[src/rtl/pipe_ctrl_skid_stage.sv]
// Purpose : stage k -> k+1 control-bundle register with an N-entry skid buffer for hazard stalls.
// Latency : 1 cycle in RUN; queued bundles replay in order, one per cycle, once HOLD drops.
// Backpr. : hold_up_o = hold_i & skid full; a valid bundle arriving while full is dropped and sets ovf_o.
// Optional: define PIPE_CTRL_STATS_EN to add hold_cyc_o, a saturating count of held cycles.
module pipe_ctrl_skid_stage #(
   parameter int unsigned       CTRL_W     = 21,
   // {ALU=4'hF, SH=0, M=0, T=0, C=6'b100011}: the encoding downstream treats as "do nothing"
   parameter logic [CTRL_W-1:0] NOP_WORD   = {4'hF, 2'b00, 2'b00, 7'b0000000, 6'b100011},
   // legal range 1..16; occupancy is reported on a 5-bit port
   parameter int unsigned       SKID_DEPTH = 2
) (
   input  logic              clk_i,
   input  logic              rst_n_i,
   input  logic [CTRL_W-1:0] ctrl_in_i,
   input  logic              in_valid_i,
   input  logic              hold_i,
   input  logic              flush_i,
`ifdef PIPE_CTRL_STATS_EN
   output logic [15:0]       hold_cyc_o,
`endif
   output logic [CTRL_W-1:0] ctrl_out_o,
   output logic              out_valid_o,
   output logic              hold_up_o,
   output logic [4:0]        skid_cnt_o,
   output logic              ovf_o
);

   // Pointer width; a depth of 1 still needs a (constant-zero) 1-bit pointer.
   localparam int unsigned PTR_W   = (SKID_DEPTH > 1) ? $clog2(SKID_DEPTH) : 1;
   localparam logic [PTR_W-1:0] LAST_PTR = PTR_W'(SKID_DEPTH - 1);
   localparam logic [4:0]  DEPTH_C = 5'(SKID_DEPTH);

   // Operating mode is purely a view of (hold_i, occupancy); it carries no state of its own.
   typedef enum logic [1:0] {
      MODE_RUN   = 2'd0,   // nothing queued, not held: straight-through register
      MODE_HELD  = 2'd1,   // stall: NOP downstream, absorb valid inputs into the skid
      MODE_DRAIN = 2'd2    // not held but work queued: replay the oldest entry
   } mode_e;

   // Skid storage and circular-FIFO bookkeeping (pointers wrap at SKID_DEPTH, not at 2^PTR_W).
   logic [CTRL_W-1:0] skid_q [SKID_DEPTH];
   logic [PTR_W-1:0]  rd_q, rd_d;
   logic [PTR_W-1:0]  wr_q, wr_d;
   logic [4:0]        cnt_q, cnt_d;

   // Registered outputs.
   logic [CTRL_W-1:0] ctrl_out_q, ctrl_out_d;
   logic              out_valid_q, out_valid_d;
   logic              ovf_q, ovf_d;

   // Per-edge actions decided by the control process.
   logic              push;
   logic              pop;
   logic              skid_full;
   logic              skid_empty;
   mode_e             mode;

   // Wrap-around increment for the skid pointers.
   function automatic logic [PTR_W-1:0] ptr_inc(input logic [PTR_W-1:0] p);
      logic [PTR_W-1:0] r;
      if (p == LAST_PTR) begin
         r = '0;
      end else begin
         r = p + PTR_W'(1);
      end
      return r;
   endfunction

   assign skid_full  = (cnt_q == DEPTH_C);
   assign skid_empty = (cnt_q == 5'd0);

   // Derive the current mode from HOLD and occupancy.
   always_comb begin
      mode = MODE_RUN;
      if (hold_i) begin
         mode = MODE_HELD;
      end else if (!skid_empty) begin
         mode = MODE_DRAIN;
      end
   end

   // Next-state / output decision; FLUSH overrides every mode.
   always_comb begin
      ctrl_out_d  = NOP_WORD;
      out_valid_d = 1'b0;
      ovf_d       = ovf_q;
      push        = 1'b0;
      pop         = 1'b0;
      rd_d        = rd_q;
      wr_d        = wr_q;
      cnt_d       = cnt_q;

      if (flush_i) begin
         // Squash: queued work and the incoming bundle are discarded, OVF history survives.
         rd_d  = '0;
         wr_d  = '0;
         cnt_d = 5'd0;
      end else begin
         unique case (mode)
            MODE_HELD: begin
               // Downstream sees NOP; incoming ops are parked, or lost if upstream ignored HOLD_UP.
               if (in_valid_i) begin
                  if (skid_full) begin
                     ovf_d = 1'b1;
                  end else begin
                     push = 1'b1;
                  end
               end
            end
            MODE_DRAIN: begin
               // Oldest entry goes out first; a new op joins the tail on the same edge,
               // which is legal even when full because the pop frees a slot.
               ctrl_out_d  = skid_q[rd_q];
               out_valid_d = 1'b1;
               pop         = 1'b1;
               push        = in_valid_i;
            end
            default: begin
               // RUN: plain pipeline register; invalid cycles become NOP.
               if (in_valid_i) begin
                  ctrl_out_d  = ctrl_in_i;
                  out_valid_d = 1'b1;
               end
            end
         endcase

         if (push) begin
            wr_d = ptr_inc(wr_q);
         end
         if (pop) begin
            rd_d = ptr_inc(rd_q);
         end
         cnt_d = cnt_q + {4'd0, push} - {4'd0, pop};
      end
   end

   // Skid storage: only the slot at the write pointer changes, and only on a push.
   always_ff @(posedge clk_i or negedge rst_n_i) begin
      if (!rst_n_i) begin
         for (int i = 0; i < int'(SKID_DEPTH); i++) begin
            skid_q[i] <= NOP_WORD;
         end
      end else if (push && !flush_i) begin
         skid_q[wr_q] <= ctrl_in_i;
      end
   end

   // FIFO pointers and occupancy.
   always_ff @(posedge clk_i or negedge rst_n_i) begin
      if (!rst_n_i) begin
         rd_q  <= '0;
         wr_q  <= '0;
         cnt_q <= 5'd0;
      end else begin
         rd_q  <= rd_d;
         wr_q  <= wr_d;
         cnt_q <= cnt_d;
      end
   end

   // Output register and sticky overflow flag.
   always_ff @(posedge clk_i or negedge rst_n_i) begin
      if (!rst_n_i) begin
         ctrl_out_q  <= NOP_WORD;
         out_valid_q <= 1'b0;
         ovf_q       <= 1'b0;
      end else begin
         ctrl_out_q  <= ctrl_out_d;
         out_valid_q <= out_valid_d;
         ovf_q       <= ovf_d;
      end
   end

`ifdef PIPE_CTRL_STATS_EN
   logic [15:0] hold_cyc_q;

   // Saturating count of held edges; FLUSH does not clear it, only reset does.
   always_ff @(posedge clk_i or negedge rst_n_i) begin
      if (!rst_n_i) begin
         hold_cyc_q <= 16'd0;
      end else if (hold_i && (hold_cyc_q != 16'hFFFF)) begin
         hold_cyc_q <= hold_cyc_q + 16'd1;
      end
   end

   assign hold_cyc_o = hold_cyc_q;
`endif

   // Backpressure only matters while held: a draining stage always frees a slot each edge.
   assign hold_up_o   = hold_i & skid_full;
   assign ctrl_out_o  = ctrl_out_q;
   assign out_valid_o = out_valid_q;
   assign skid_cnt_o  = cnt_q;
   assign ovf_o       = ovf_q;

endmodule

[config.mk]
export PLATFORM = sky130hd
export DESIGN_NAME = pipe_ctrl_skid_stage
export DESIGN_NICKNAME = d
export VERILOG_FILES = /design/src/rtl/pipe_ctrl_skid_stage.sv
export SDC_FILE = /design/constraint.sdc
export NUM_CORES = 1
export LEC_CHECK = 0
export CAP_MARGIN = 0
export CORE_AREA = 4 4 71 138
export DETAILED_ROUTE_END_ITERATION = 12
export DIE_AREA = 0 0 75 142
export PLACE_DENSITY = 0.64
export SLEW_MARGIN = 30
export SYNTH_ARGS = -nofsm -noshare
export SYNTH_HDL_FRONTEND = slang
export SYNTH_SLANG_ARGS = --single-unit
[constraint.sdc]
create_clock -name clk_i -period 6.9 [get_ports clk_i]
set_input_delay 1.38 -clock clk_i [delete_from_list [all_inputs] [get_ports clk_i]]
set_output_delay 1.38 -clock clk_i [all_outputs]
set_load 0.02 [all_outputs]
# Word level (Yosys, flattened, before mapping)

Index checks and enable logic that the tools add are counted.

Reductions and logical operators: 7
Add/sub/neg operators: 4
Eq/ne operators: 3
Bitwise operators: 4
Order comparisons: 3
Mux-type cells: 28

Operators with widths:

| kind                                                | count |
|---|---|
| 2-to-1 mux 21 bit                                   | 6 |
| bitwise mux 42 bit                                  | 1 |
| case mux 21 bit (2 select lines)                    | 1 |
| demux 21 bit (select 1 bit)                         | 1 |
| 2-to-1 mux 1 bit                                    | 14 |
| adder 5 x 1 -> 5 bit                                | 1 |
| == test 5 x 2 -> 1 bit (second input constant)      | 1 |
| logical NOT 5 bit                                   | 1 |
| 2-to-1 mux 5 bit                                    | 1 |
| subtractor 5 x 1 -> 5 bit                           | 1 |
| >= comparator 2 bit (second input constant)         | 2 |
| 2-to-1 mux 2 bit                                    | 2 |
| inverter 1 -> 2 bit                                 | 2 |
| case mux 1 bit (2 select lines)                     | 2 |
| AND reduction 4 bit                                 | 1 |
| nonzero test 2 bit                                  | 2 |
| adder 1 bit (second input constant)                 | 2 |
| == test 2 x 1 -> 1 bit (second input constant)      | 1 |
| == test 2 bit (second input constant)               | 1 |
| logical AND 1 bit                                   | 2 |
| < comparator 2 x 1 -> 1 bit (second input constant) | 1 |
| AND 1 bit                                           | 1 |
| logical NOT 1 bit                                   | 1 |
| inverter 1 bit                                      | 1 |

Logic and storage cells: 57
Output and inout bits: 29
Bits in registers: 72
Bits of input ports: 26

# Longest topological paths before layout

Depth in word-level cells: 9
Mapped depth: 13
Depth with buffers taken out: 12

# Least setup slack after synthesis

OpenSTA, ideal clock, no wires.

Path kind: input -> output
Start: in hold_i
End: out hold_up_o
Buffers on the path: 0
Path slack: 3.867 ns
Required time: 5.520 ns
Arrival: 1.653 ns
Cell stages on the path: 1
Cells stage by stage: and3_1

Word-level cells in the longest chain between the ends: 1

Ends and longest elaborated chain:

| what            | line | RTL |
|---|---|---|
| start, declared | 16   | `input logic hold_i,` |
| AND 1 bit       | 190  | `assign hold_up_o = hold_i & skid_full;` |
| end, declared   | 23   | `output logic hold_up_o,` |

No other way between the ends.

# Final worst setup path

Same ends and word-level chain as after synthesis.

==> key figures <==
Timing
  – Rel. slew slack: 0.560
  – Max-slew violation count: 0
  – Skew final: 6.19 ps
  – RSZ-0062 raised after global routing: no
  – Final Hold Viols: 0
  – Peak Freq: 0.234 GHz
  – Final period utilization: 0.621
  – Setup-failing EPs final: 0
  – Final min period: 4280 ps
  – Slew @ Worst Pin: 661 ps
  – Worst hold slack: 451 ps
  – Final TNS setup: 0 ps

Logic synthesis
  – Post-synth ARST share: 1.00
  – Number of flops mapped to enable cells by yosys: 0
  – Area leader, netlist: dfrtp_1
  – Ys Warns: 0
  – FF+latch count, synth: 72
  – Synth cell count leaders: 51 x dfrtp_1, 39 x mux2_4, 33 x nor2_1
  – Synth unique cells: 36
  – Predominant post-synthesis flop cell: dfrtp_1
  – Seq/Total Area, Yosys: 0.533
  – Top cells by area, synth: dfrtp_1 37%, mux2_4 17%, dfstp_2 16%, mux2i_1 4.1%, nor2_1 3.6%
  – Syn Area/Cell: 13.0 µm²
  – Synthesized instance count: 263
  – Post-synth top area share: 0.372
  – Count leader, synth: dfrtp_1
  – Mapped Area: 3430 µm²
  – Syn Nets: 295

Cells and area
  – Area grow syn2layout: 25.0%
  – # diodes: 0
  – Finished Layout Cells: 419
  – Multi-input logic area: 1470 µm²
  – Share of layout cells above drive strength 1: 0.263
  – Reg area: 1830 µm²
  – Fill count: 784
  – Final Cell Area: 4290 µm²
  – Final net count: 346

Floorplan
  – Die ar.: 10700 µm²
  – FP Rows: 48
  – Die Wd: 75 µm
  – Top-Level Pins: 55
  – Die height: 142 µm
  – Core area: 8710 µm²
  – Initial core utilization: 0.394

Critical path
  – Delay-heaviest family, CP: buffers and inverters
  – Buf/Inv on CP: 2
  – CP Max Fanout: 8
  – RR Startpoint: skid_cnt_o[2]$_DFF_PN0_
  – Slowest stage cell, crit path: clkdlybuf4s50_1
  – Critical path type: in2out
  – Worst setup path start: hold_i
  – Crit end category: output pin
  – CP Cell Sequence: clkdlybuf4s50_1, and3_1, clkdlybuf4s50_1
  – CP startpoint kind: input pin
  – CP arrival: 2900 ps
  – Slowest stage delay, CP: 630 ps
  – Crit path required time: 5520 ps
  – Most used cell, CP: clkdlybuf4s50_1

Clock network
  – Clock transition at the registers of the reported paths: 50 ps
  – Clock sink count: 72
  – Root Buffer: clkbuf_16
  – CTS HTree Levels: 3
  – TritonCTS Buffers: 9
  – Worst-skew pair later-pin latency: 330 ps
  – Maximum buffer depth of the clock tree: 2
  – CTS tree: yes
  – Hold_buf cts: 0
  – Resized Gates After CTS: 0
  – Buffer count from post-CTS setup fixing: 0

Outcome
  – Status: complete, no violations

Drt
  – DR DRC count: 0
  – Total Wirelength: 7.24 mm
  – Post-DRT Antenna Nets: 0
  – Vias per cell: 5.17
  – Vias post-DR: 2165
  – DR WL/cell: 17.3 µm
  – Pre-antenna DRT Iters: 4
  – Starting DRT DRC Count: 135

Worst hold path
  – Hold/Removal Path Class: reg2reg
  – Hold_sp: ovf_o$_DFFE_PN0P_

Global routing
  – Global-route wire length before repair: 12.0 mm
  – Pin count of the biggest net entering global routing: 73
  – Tot GR Track Use: 0.151
  – Vias in the first global route: 2344
  – Initial antenna violation count: 0
  – Grt ovf: 0

Placement
  – Port Buffers: 54
  – Post-DP Area: 4000 µm²
  – Hpwl dp: 4.61 mm
  – Placer Congestion: 0.833
  – Placed Cells: 403

Pwr
  – Peak VDD IR: 0.262 mV
  – Pwr dens: 449 nW/µm²
  – Lkg Pwr: 1.87 nW

Flow run
  – Max_cap viols: 0
-- stage by stage --
step	utilization	setup WS (ps)	total power, mW
2_1_floorplan	-	3870	1.27
6_report	0.492	2620	1.92
3_5_place_dp	0.460	2610	1.49
4_1_cts	0.493	2610	1.95
3_3_place_gp	0.460	2650	1.47
5_1_grt	0.492	2550	2.05
-- kinds of logic after synthesis --
group	count (synthesis)	share of synthesized area
flip-flops	72	0.533
multiplexers	56	0.221
adder cells (fa/ha/maj)	6	0.0241
AO/OA/AOI/OAI	37	0.0675
AND/OR/NAND/NOR	66	0.105
buffers and inverters	23	0.0409
XOR/XNOR	3	0.00766
-- flip-flops by register name, indices dropped and copies added (netlist names) --
| name | count |
|---|---|
| ctrl_out_o | 21 |
| out_valid_o | 1 |
| ovf_o | 1 |
| rd_q | 1 |
| skid_cnt_o | 5 |
| skid_q | 42 |
| wr_q | 1 |
-- final timing paths --
kind / slack, ps / endpoint / depth (start not counted)
setup / recovery: 2620 / hold_up_o / 3
hold / removal: 450 / ovf_o$_DFFE_PN0P_ / 1
setup reg to reg: 4440 / skid_cnt_o[4]$_DFF_PN0_ / 12
hold reg to reg: 450 / ovf_o$_DFFE_PN0P_ / 1
max in group asynchronous: 5380 / ctrl_out_o[11]$_DFF_PN0_ / 1
min in group asynchronous: 1030 / skid_cnt_o[3]$_DFF_PN0_ / 1
-- routing by layer --
| metal | vias to the layer above | routed length [µm] | GRT usage |
|---|---|---|---|
| li1 | 1020 | - | - |
| met1 | 1092 | 3070 | 0.181 |
| met2 | 42 | 3730 | 0.248 |
| met4 | 0 | 178 | 0.0704 |
| met5 | - | 0 | 0 |
| met3 | 11 | 253 | 0.0375 |
-- cells in the final DEF, fill, tap and decap left out, types with 3 or more instances in the layout --
cell type and n:
nor2b_1 11, nand2_1 3, mux2i_1 14, nor2_1 33, dfstp_2 21, clkdlybuf4s50_1 52, inv_1 7, a211oi_1 7
mux2_4 39, dfrtp_1 51, a31oi_1 14, clkbuf_16 9, o21ai_0 8, clkbuf_8 3, a21oi_1 3, mux2_1 3
nor3b_1 8, ha_1 5
-- cell type report --
cell class	count	area share
well taps	100	0.0292
inverters	7	0.00613
multi-input cells	168	0.343
repair buffers	56	0.129
clock inverters	2	0.00292
flip-flops and latches	72	0.426
clock buffers	14	0.0639
-- where the power goes --
part / total (mW) / switching, mW / internal [mW]
Combinational: 0.753 / 0.342 / 0.411
Clock: 0.441 / 0.168 / 0.272
Sequential: 0.729 / 0.101 / 0.629
Power figures use the tool's default switching activity.
==> patch: new RTL, same settings <==
The parameter `SKID_DEPTH` goes from 2 to 1. Comments in the files are not updated.
--- a/src/rtl/pipe_ctrl_skid_stage.sv
+++ b/src/rtl/pipe_ctrl_skid_stage.sv
@@ -9,3 +9,3 @@
    // legal range 1..16; occupancy is reported on a 5-bit port
-   parameter int unsigned       SKID_DEPTH = 2
+   parameter int unsigned       SKID_DEPTH = 1
 ) (
Behaviour: not the same (a bounded check fails within 4 cycles, from zero or initial values and one cycle with rst_n_i low).
==> patch against the unedited design <==
  * Wire length decreased by 25%
  * Area after synthesis shrank 37%
  * Worst setup slack improved by 0.070 ns
  * Power decreased by 36%
  * Fmax grew 1.7%
  * Sequential cell count fell by 23
  * Design area decreased by 31%
  * Combinational power down 32%
  * Sequential share of layout area down 0.81 points
  * Sequential power is 36% lower
  * Critical path depth is the same
  * Non-clock buffer count grew 3
  * Critical path type unchanged
  * Critical endpoint unchanged
==> patch: results <==
hold_path:
  hold_class: "reg2reg"
yosys:
  yosysWarnings: 0
  synthAdderAreaFrac: 0.03844
  synth_area_leaders: "dfrtp_1, dfstp_2, mux2_2, a21oi_1, nand3_1"
  muxShareOfSynthArea: 0.1101
  synth_nets: 220
  synth_compound_area_frac: 0.08387
  ys_seq_area_frac: 0.5789
  synth_xor_xnor_area_share: 0.01631
  yosysUniqueCellTypes: 31
  synth_common_cells: "dfrtp_1, mux2_2, a21oi_1"
cts:
  worst_setup_hold_path_clk_slew_ns: 0.06
  cts_max_path_buffers: 2
  clk_latency_ns: 0.29
  cts_buffers: 5
  cts_max_level: 2
route:
  drt_first_iter_violations: 124
  routed_via_density: 4.616
  drc_errors: 0
  firstDrtPassIters: 4
  detail_route.wl_per_cell_um: 15.69
critical_path:
  crit_path_max_fanout: 6
  critPathRequiredTime_ns: 5.52
timing:
  finClkSkew_ns: 0.003075
  slew_headroom: 0.5100
grt:
  grt_pass1_vias: 1647
  grt_util_all_layers: 0.1081
  grt_max_degree: 50
  grt_first_pass_wirelength_um: 8673
finish:
  drive_above_1_share: 0.2172
  nets: 275
power:
  p_int_mw: 0.8053
  p_seq_mw: 0.466
  leakage_nw: 1.222
  peakVddDrop_mv: 0.2040
  p_total_mw: 1.238
  p_comb_frac: 0.416
placement:
  dp_slack_ns: 2.700
  place_hpwl_um: 3894
  gp_congestion: 0.7155
outcome:
  status: "finished clean"
## patch: cells by family after synthesis
logic type                 Yosys count
and+or+nand+nor                     59
DFF                                 49
AOI/OAI and AO/OA                   31
muxes                               21
buffers and inverters               18
adders and majority gates            6
xor gates and xnor gates             4
## patch: layer usage
layer | GRT usage | wire length (µm) | vias to the layer above
met1 | 0.1292 | 2125 | 778
met2 | 0.1808 | 2846 | 49
met4 | 0.04784 | 136 | 0
li1 | - | - | 753
met5 | 0 | 0 | -
met3 | 0.02334 | 290 | 8
## patch: final timing paths
check                           cells past startpoint                 endpoint  slack, ns
worst max-delay path                                3                hold_up_o       2.69
worst min-delay path                                1        ovf_o$_DFFE_PN0P_       0.47
worst max register to register                      9  skid_cnt_o[4]$_DFF_PN0_       4.20
worst min register to register                      1        ovf_o$_DFFE_PN0P_       0.47
max in group asynchronous                           2  ctrl_out_o[2]$_DFF_PN0_       5.29
min in group asynchronous                           2   skid_q[16]$_DFFE_PN0P_       1.19
## patch: through the flow
step	cell area (µm²)	std cells	hold slack, ns	utilization
2_1_floorplan	2148	188	0.4580	-
3_3_place_gp	2786	333	0.4681	0.3200
3_5_place_dp	2816	336	0.4674	0.3234
4_1_cts	2974	344	0.4824	0.3415
5_1_grt	2974	344	0.4868	0.3415
6_report	2974	344	0.4749	0.3415
## patch: area by class of cell
| type | count | area (µm²) |
|---|---|---|
| Sequential cell | 49 | 1244 |
| Timing Repair Buffer | 59 | 580.6 |
| Fill cell | 878 | 5734 |
| Tap cell | 100 | 125.1 |
| Clock inverter | 1 | 5.005 |
| Multi-Input combinational cell | 121 | 840.8 |
| Clock buffer | 7 | 152.6 |
| Inverter | 7 | 26.28 |
## patch: worst max-delay path, cell delays in order
cell             delay, ns
clkdlybuf4s50_1       0.58
and4_1                0.25
clkdlybuf4s50_1       0.62
